[config.mk]
export PLATFORM = sky130hd
export DESIGN_NAME = alu_mc_flat
export DESIGN_NICKNAME = d
export VERILOG_FILES = /design/src/rtl/alu_mc_if.sv /design/src/rtl/alu_mc.sv /design/src/flat_wrapper.sv
export SDC_FILE = /design/constraint.sdc
export NUM_CORES = 1
export LEC_CHECK = 0
export CORE_MARGIN = 2
export CORE_UTILIZATION = 30
export CTS_CLUSTER_DIAMETER = 60
export CTS_CLUSTER_SIZE = 16
export DETAILED_ROUTE_END_ITERATION = 12
export GPL_TIMING_DRIVEN = 1
export HOLD_SLACK_MARGIN = 0.05
export PLACE_DENSITY = 0.6
export SYNTH_ARGS = -nofsm -noshare
export SYNTH_HDL_FRONTEND = slang
export SYNTH_SLANG_ARGS = --single-unit
export TNS_END_PERCENT = 1
[constraint.sdc]
create_clock -name clk -period 2.2 [get_ports clk]
set_input_delay 0.44 -clock clk [delete_from_list [all_inputs] [get_ports clk]]
set_output_delay 0.44 -clock clk [all_outputs]
set_load 0.01 [all_outputs]
[src/rtl/alu_mc_if.sv]
// alu_mc_if: handshake bundle between the operand source, the multi-cycle ALU
// and the result consumer.
//   in_valid/in_ready   : operation handshake (A, B, ALUControl qualified by it)
//   out_valid/out_ready : result handshake (ALUResult and flags qualified by it)
// Modports:
//   master : the pipeline side (drives operands/opcode and out_ready)
//   slave  : the ALU side (drives in_ready, result and flags)
interface alu_mc_if #(
  parameter int WIDTH = 32
);
  logic             in_valid;
  logic             in_ready;
  logic [WIDTH-1:0] A;
  logic [WIDTH-1:0] B;
  logic [3:0]       ALUControl;
  logic             out_valid;
  logic             out_ready;
  logic [WIDTH-1:0] ALUResult;
  logic             Zero;
  logic             Neg;
  logic             Carry;
  logic             Overflow;

  modport master (
    output in_valid, A, B, ALUControl, out_ready,
    input  in_ready, out_valid, ALUResult, Zero, Neg, Carry, Overflow
  );

  modport slave (
    input  in_valid, A, B, ALUControl, out_ready,
    output in_ready, out_valid, ALUResult, Zero, Neg, Carry, Overflow
  );
endinterface

[src/rtl/alu_mc.sv]
// alu_mc: multi-cycle WIDTH-bit integer ALU with valid/ready on both sides.
// Single-cycle ops (ADD..SRA) return one cycle after acceptance. MUL/MULHU
// use an iterative shift-add multiplier and DIVU/REMU a restoring divider,
// each retiring one bit per cycle and returning WIDTH+1 cycles after
// acceptance.
// Build option: define ALU_MULDIV_EN to include the iterative multiply/divide
// datapath. Without it, opcodes 1010-1101 behave as reserved (result 0).
// Ports:
//   clk   : clock, rising edge
//   rst_n : asynchronous active-low reset
//   bus   : alu_mc_if.slave (operand/opcode handshake, result/flag handshake)
//   busy  : high while an iterative operation is in progress
module alu_mc #(
  parameter int WIDTH = 32
) (
  input  logic    clk,
  input  logic    rst_n,
  alu_mc_if.slave bus,
  output logic    busy
);
  localparam int SHW = $clog2(WIDTH);

  typedef enum logic [3:0] {
    OP_ADD   = 4'h0, OP_SUB   = 4'h1, OP_AND  = 4'h2, OP_OR   = 4'h3,
    OP_XOR   = 4'h4, OP_SLT   = 4'h5, OP_SLTU = 4'h6, OP_SLL  = 4'h7,
    OP_SRL   = 4'h8, OP_SRA   = 4'h9, OP_MUL  = 4'hA, OP_MULHU = 4'hB,
    OP_DIVU  = 4'hC, OP_REMU  = 4'hD
  } op_e;

  typedef enum logic [1:0] {IDLE, CALC, DONE} state_e;

  state_e           state;
  logic [3:0]       op;
  logic [WIDTH-1:0] a, b;
  logic [SHW-1:0]   shamt;
  logic             accept;
  logic             is_iter;
  logic             load_res;

  logic [WIDTH:0]   add_w, sub_w;
  logic [WIDTH-1:0] sc_res, nxt_res;
  logic             sc_carry, sc_ovf, nxt_carry, nxt_ovf;

  logic [WIDTH-1:0] res_q;
  logic             zero_q, neg_q, carry_q, ovf_q;

  assign op    = bus.ALUControl;
  assign a     = bus.A;
  assign b     = bus.B;
  assign shamt = b[SHW-1:0];

  // A finished result in DONE may be replaced in the same cycle it drains.
  assign bus.in_ready  = (state == IDLE) | ((state == DONE) & bus.out_ready);
  assign bus.out_valid = (state == DONE);
  assign accept        = bus.in_valid & bus.in_ready;

  assign bus.ALUResult = res_q;
  assign bus.Zero      = zero_q;
  assign bus.Neg       = neg_q;
  assign bus.Carry     = carry_q;
  assign bus.Overflow  = ovf_q;

  // Carry-out of the ADD and inverted borrow of the SUB share the extra bit.
  assign add_w = {1'b0, a} + {1'b0, b};
  assign sub_w = {1'b0, a} - {1'b0, b};

  // NOTE: every output of a combinational block gets a default first so no
  // path leaves it unassigned (which would infer a latch).
  always_comb begin
    sc_res   = '0;
    sc_carry = 1'b0;
    sc_ovf   = 1'b0;
    case (op)
      OP_ADD: begin
        sc_res   = add_w[WIDTH-1:0];
        sc_carry = add_w[WIDTH];
        sc_ovf   = (a[WIDTH-1] == b[WIDTH-1]) && (add_w[WIDTH-1] != a[WIDTH-1]);
      end
      OP_SUB: begin
        sc_res   = sub_w[WIDTH-1:0];
        sc_carry = ~sub_w[WIDTH];
        sc_ovf   = (a[WIDTH-1] != b[WIDTH-1]) && (sub_w[WIDTH-1] != a[WIDTH-1]);
      end
      OP_AND:  sc_res = a & b;
      OP_OR:   sc_res = a | b;
      OP_XOR:  sc_res = a ^ b;
      OP_SLT:  sc_res = {{(WIDTH-1){1'b0}}, ($signed(a) < $signed(b))};
      OP_SLTU: sc_res = {{(WIDTH-1){1'b0}}, (a < b)};
      OP_SLL:  sc_res = a << shamt;
      OP_SRL:  sc_res = a >> shamt;
      OP_SRA:  sc_res = $signed(a) >>> shamt;
      // MUL/DIV opcodes (when built in) are produced by the iterative path;
      // everything else is reserved and yields zero.
      default: sc_res = '0;
    endcase
  end

`ifdef ALU_MULDIV_EN
  // Shared 2*WIDTH-bit accumulator:
  //   multiply : {partial product high, remaining multiplier bits}
  //   divide   : {partial remainder, dividend bits / quotient bits}
  logic [SHW-1:0]     counter;
  logic [2*WIDTH-1:0] acc, acc_next;
  logic [WIDTH-1:0]   opnd;       // multiplicand (A) or divisor (B)
  logic               div_q, hi_q;
  logic               ld_div, ld_hi;
  logic [WIDTH:0]     mul_sum, div_trial;
  logic [WIDTH-1:0]   iter_res;

  assign is_iter = op inside {OP_MUL, OP_MULHU, OP_DIVU, OP_REMU};
  assign ld_div  = op inside {OP_DIVU, OP_REMU};
  assign ld_hi   = op inside {OP_MULHU, OP_REMU};

  always_comb begin
    mul_sum   = {1'b0, acc[2*WIDTH-1:WIDTH]} + (acc[0] ? {1'b0, opnd} : '0);
    // Remainder shifted left by one, with the next dividend bit brought in;
    // it can exceed WIDTH bits, hence the extra bit.
    div_trial = acc[2*WIDTH-1:WIDTH-1] - {1'b0, opnd};
    acc_next  = '0;
    if (div_q) begin
      // A divisor of zero never makes the trial negative, which yields an
      // all-ones quotient and a remainder equal to the dividend.
      if (!div_trial[WIDTH])
        acc_next = {div_trial[WIDTH-1:0], acc[WIDTH-2:0], 1'b1};
      else
        acc_next = {acc[2*WIDTH-2:WIDTH-1], acc[WIDTH-2:0], 1'b0};
    end else begin
      acc_next = {mul_sum, acc[WIDTH-1:1]};
    end
  end

  assign iter_res = hi_q ? acc_next[2*WIDTH-1:WIDTH] : acc_next[WIDTH-1:0];
  assign busy     = (state == CALC);
  assign load_res = (accept & ~is_iter) | ((state == CALC) & (counter == '0));
`else
  assign is_iter  = 1'b0;
  assign busy     = 1'b0;
  assign load_res = accept;
`endif

  always_comb begin
    nxt_res   = sc_res;
    nxt_carry = sc_carry;
    nxt_ovf   = sc_ovf;
`ifdef ALU_MULDIV_EN
    if (state == CALC) begin
      nxt_res   = iter_res;
      nxt_carry = 1'b0;
      nxt_ovf   = 1'b0;
    end
`endif
  end

  // NOTE: sequential state uses non-blocking assignments so every register
  // samples the pre-edge values regardless of statement order.
  always_ff @(posedge clk or negedge rst_n) begin
    if (!rst_n) begin
      state   <= IDLE;
      res_q   <= '0;
      zero_q  <= 1'b0;
      neg_q   <= 1'b0;
      carry_q <= 1'b0;
      ovf_q   <= 1'b0;
`ifdef ALU_MULDIV_EN
      counter <= '0;
      acc     <= '0;
      opnd    <= '0;
      div_q   <= 1'b0;
      hi_q    <= 1'b0;
`endif
    end else begin
      case (state)
        IDLE, DONE: begin
          if (accept) begin
`ifdef ALU_MULDIV_EN
            if (is_iter) begin
              state   <= CALC;
              counter <= SHW'(WIDTH - 1);
              opnd    <= ld_div ? b : a;
              acc     <= {{WIDTH{1'b0}}, (ld_div ? a : b)};
              div_q   <= ld_div;
              hi_q    <= ld_hi;
            end else begin
              state <= DONE;
            end
`else
            state <= DONE;
`endif
          end else if ((state == DONE) && bus.out_ready) begin
            state <= IDLE;
          end
        end
`ifdef ALU_MULDIV_EN
        CALC: begin
          acc     <= acc_next;
          counter <= counter - SHW'(1);
          if (counter == '0) state <= DONE;
        end
`endif
        default: state <= IDLE;
      endcase

      // Result and flags update only when a new result is produced, so they
      // stay frozen while DONE waits for out_ready.
      if (load_res) begin
        res_q   <= nxt_res;
        zero_q  <= (nxt_res == '0);
        neg_q   <= nxt_res[WIDTH-1];
        carry_q <= nxt_carry;
        ovf_q   <= nxt_ovf;
      end
    end
  end
endmodule

[src/flat_wrapper.sv]
// flat-port wrapper written by rule: the top's interface ports become plain ports
module alu_mc_flat 
#(
  parameter int WIDTH = 32
)
  (clk, rst_n, busy, bus_in_valid, bus_A, bus_B, bus_ALUControl, bus_out_ready, bus_in_ready, bus_out_valid, bus_ALUResult, bus_Zero, bus_Neg, bus_Carry, bus_Overflow);
  alu_mc_if #(.WIDTH(WIDTH)) bus_i ();
  input  logic clk;
  input  logic rst_n;
  output logic busy;
  input wire logic [$bits(bus_i.in_valid)-1:0] bus_in_valid;
  input wire logic [$bits(bus_i.A)-1:0] bus_A;
  input wire logic [$bits(bus_i.B)-1:0] bus_B;
  input wire logic [$bits(bus_i.ALUControl)-1:0] bus_ALUControl;
  input wire logic [$bits(bus_i.out_ready)-1:0] bus_out_ready;
  output wire logic [$bits(bus_i.in_ready)-1:0] bus_in_ready;
  output wire logic [$bits(bus_i.out_valid)-1:0] bus_out_valid;
  output wire logic [$bits(bus_i.ALUResult)-1:0] bus_ALUResult;
  output wire logic [$bits(bus_i.Zero)-1:0] bus_Zero;
  output wire logic [$bits(bus_i.Neg)-1:0] bus_Neg;
  output wire logic [$bits(bus_i.Carry)-1:0] bus_Carry;
  output wire logic [$bits(bus_i.Overflow)-1:0] bus_Overflow;
  assign bus_i.in_valid = bus_in_valid;
  assign bus_i.A = bus_A;
  assign bus_i.B = bus_B;
  assign bus_i.ALUControl = bus_ALUControl;
  assign bus_i.out_ready = bus_out_ready;
  assign bus_in_ready = bus_i.in_ready;
  assign bus_out_valid = bus_i.out_valid;
  assign bus_ALUResult = bus_i.ALUResult;
  assign bus_Zero = bus_i.Zero;
  assign bus_Neg = bus_i.Neg;
  assign bus_Carry = bus_i.Carry;
  assign bus_Overflow = bus_i.Overflow;
  alu_mc #(.WIDTH(WIDTH)) u_core (.clk(clk), .rst_n(rst_n), .bus(bus_i), .busy(busy));
endmodule
==> impl_metrics.csv <==
group,metric,value,unit
cts,cts_buffers,5,
synth,avgSynthCellArea,7.495,um^2
routing,ant_nets,0,
floorplanning,fp.dieW,195.6,um
routing,routed_wl,65.31,mm
synth,synth_edf_count,0,
sta,finalCritPeriodShare,163.8,%
synth,yosysUniqueCellTypes,98,
synth,syn-num-nets,1644,
floorplanning,initial_core_util,30.31,%
sta,timing.fmax,277.5,MHz
place,place.gp.congestion,1.048,
routing,wire_per_inst,25.14,um
critical_path,crit_slowest_cell,"a221o_1",
synth,synthMostInstantiatedCell,"nand2_1",
routing,route.detailed.drc,0,
power,p_leak,8.424,nW
final_layout,utilization,52.20,%
sta,worstMarginPinSlew,0.9053,ns
cts,clock_path_buffers,2,
critical_path,worst-path-stages,15,
place,portBuffers,109,
grt,grt_usage,33.30,%
worst_hold_path,worstHoldPathType,"in2async",
sta,rsz0062_at_grt,"yes",
synth,synth_area_leaders,"ha_1 (11%), dfrtp_1 (8.2%), mux4_2 (7.8%)",
critical_path,crit_arrival,3.80,ns
power,powerDensity,355.8,nW/um^2
grt,grt_pass1_vias,14840,
synth,synthTopCellsByCount,"nand2_1 (137), nor2_1 (120), o21ai_0 (101)",
place,dp.final_hpwl,53.52,mm
sta,setup_slack,-1.404,ns
floorplanning,die_y,195.6,um
synth,ys_warn_count,0,
floorplanning,ioPinCount,111,
power,ir_drop,0.2655,mV
synth,synthCells,1470,
grt,grt.overflow.total,0,
grt,grt_pass1_wl,96.26,mm
critical_path,reg2reg_depth,12,
final_layout,syn2layout_area_growth,72.19,%
cts,clk_latency,0.28,ns
sta,relSlewSlack,39.09,%
status,status,"finished, violations left",
critical_path,path_cells,"buf_12 -> ha_4 -> fa_2 -> a21o_1 -> a221o_1 -> buf_6 -> a32oi_4 -> nand2_2 -> a221oi_4 -> o221ai_2 -> nor4_4 -> nand4_1 -> nor3_2 -> nand3_1 -> o31ai_2",
critical_path,path_class,"in2reg",
final_layout,final_nets,2302,
synth,ys_seq_area_share,8.176,%
synth,synth_top_area_share,11.36,%
job,max_cap_violations,0,
routing,num_vias,15450,
floorplanning,placementRows,70,
cts,cts_sinks,36,
synth,ys_ff_latch,36,
floorplanning,fp.coreArea,36350,um^2
status,violations,"setup timing",
cts,clk_pin_slew,0.06,ns
grt,grt_max_degree,37,
synth,syn_area,11020,um^2
critical_path,crit_buf_inv,2,
routing,drtPass1Iterations,6,
critical_path,crit_family,"compound AO/OA/AOI/OAI gates",
sta,final-hold-violation-count,0,
synth,ys_async_sr_fraction,100.0,%
sta,min_period,3.604,ns
cts,ctsHtreeMaxLevel,2,
critical_path,crit_fanout,3,
critical_path,cp-start-kind,"primary input",
sta,worst_hold_slack,0.2296,ns
critical_path,max_stage_delay,0.43,ns
routing,drt_iter0_markers,1669,
cts,root_buffer,"clkbuf_16",
floorplanning,dieArea,38280,um^2
sta,setup-violations-final,35,
critical_path,crit_required,2.40,ns
sta,drv_slew,0,
synth,yosys_most_used_dff,"dfrtp_1",
synth,synth_top_area_cell,"ha_1",
final_layout,drive_above_1_share,48.38,%
sta,fin_skew,0.003044,ns
routing,drt-vias-per-instance,5.947,
critical_path,end_kind,"flop",
grt,antenna_found_initial,3,
cts,cts_tree,"done",
## flip-flops by register name, indices dropped and copies added, names as in the netlist
signal	flops
u_core.bus.Zero	1
u_core.bus.Carry	1
u_core.bus.Neg	1
u_core.state	1
u_core.bus.ALUResult	31
u_core.bus.Overflow	1
## metrics by stage
step,area [um^2],std cells,TNS (ns),worst slack [ns],total power [W]
2_1_floorplan,11370,1470,-22.77,-1.135,0.002873
3_3_place_gp,17110,2541,-54.73,-2.419,0.005359
4_1_cts,18710,2590,-26.90,-1.335,0.006558
3_5_place_dp,17110,2541,-56.68,-2.531,0.005387
6_report,18970,2598,-28.13,-1.404,0.006751
5_1_grt,18970,2597,-30.89,-1.567,0.007072
## path summary, 6_finish.rpt
path / slack, ns / start / to
max reg2reg: -0.68 / u_core.state[1] / u_core.bus.Zero
max in group asynchronous: 1.48 / rst_n / u_core.bus.ALUResult[26]
max: -1.40 / bus_B[0] / u_core.bus.Zero
min reg2reg: 0.47 / u_core.bus.ALUResult[2] / u_core.bus.ALUResult[2]
min: 0.23 / rst_n / u_core.bus.ALUResult[6]
min in group clk: 0.47 / u_core.bus.ALUResult[2] / u_core.bus.ALUResult[2]
## kinds of logic after synthesis
logic type	count (synthesis)	synth area share, %
AO/OA/AOI/OAI	496	31.78
XOR/XNOR	8	0.6360
flip-flops	36	8.176
AND/OR/NAND/NOR	469	21.17
buffers and inverters	214	8.403
other	1	0.03404
adder cells (fa/ha/maj)	102	11.72
multiplexers	144	18.08
## routing by layer
metal | routed length (um) | global-route usage [%]
met4 | 2611 | 11.51
met5 | 13 | 0
met2 | 29140 | 54.05
met1 | 28050 | 45.63
met3 | 5493 | 3.955
## layout by cell type (no fill, tap or decap), drive strengths merged, types with 16 or more instances in the layout
master | Yosys | final
a21oi | 95 | 95
o21ai | 104 | 104
nand2b | 20 | 20
nor2b | 18 | 18
o22ai | 17 | 17
inv | 96 | 95
a211oi | 35 | 35
clkdlybuf4s50 | 0 | 55
nand4 | 24 | 24
mux4 | 38 | 38
mux2 | 51 | 51
o211ai | 19 | 19
dlygate4sd2 | 0 | 39
a221oi | 16 | 16
nor2 | 120 | 120
nand3 | 39 | 39
mux2i | 55 | 55
a21o | 20 | 20
dfrtp | 36 | 36
o31ai | 16 | 16
nand2 | 138 | 138
nor3 | 27 | 27
buf | 45 | 662
ha | 100 | 100
a2111oi | 19 | 19
## cell type report
cell class,instances,area [um^2]
timing repair buffer,765,6312
sequential,36,900.9
inverter,100,397.9
clock inverter,2,15.01
antenna,1,2.502
clock buffer,6,138.9
fill,3489,17380
multi-input combinational,1220,10620
tap,468,585.6
## worst register-to-register path, stage by stage, from the launching register on
cell	delay, ns
dfrtp_1	0.38
nand2b_1	0.09
nand2_1	0.12
buf_12	0.16
nor4_2	0.34
nand2_4	0.11
nor4b_4	0.31
nand4_1	0.20
nor4_4	0.32
nand4_1	0.24
nor3_2	0.23
nand3_1	0.12
o31ai_2	0.19
## timing repair
item	in CTS	in global routing
setup buffers	38	7
pin swaps	87	31
resized for setup	340	54
hold buffers	0	0
endpoints found under the setup margin	35	35
gates cloned	4	0
## report_power, final
part	switching (W)	leakage (nW)	internal [W]
logic	0.00263	7.90	0.00254
registers	0.0000712	0.451	0.000787
clock network	0.000275	0.0691	0.000450
Power figures use the tool's default switching activity.
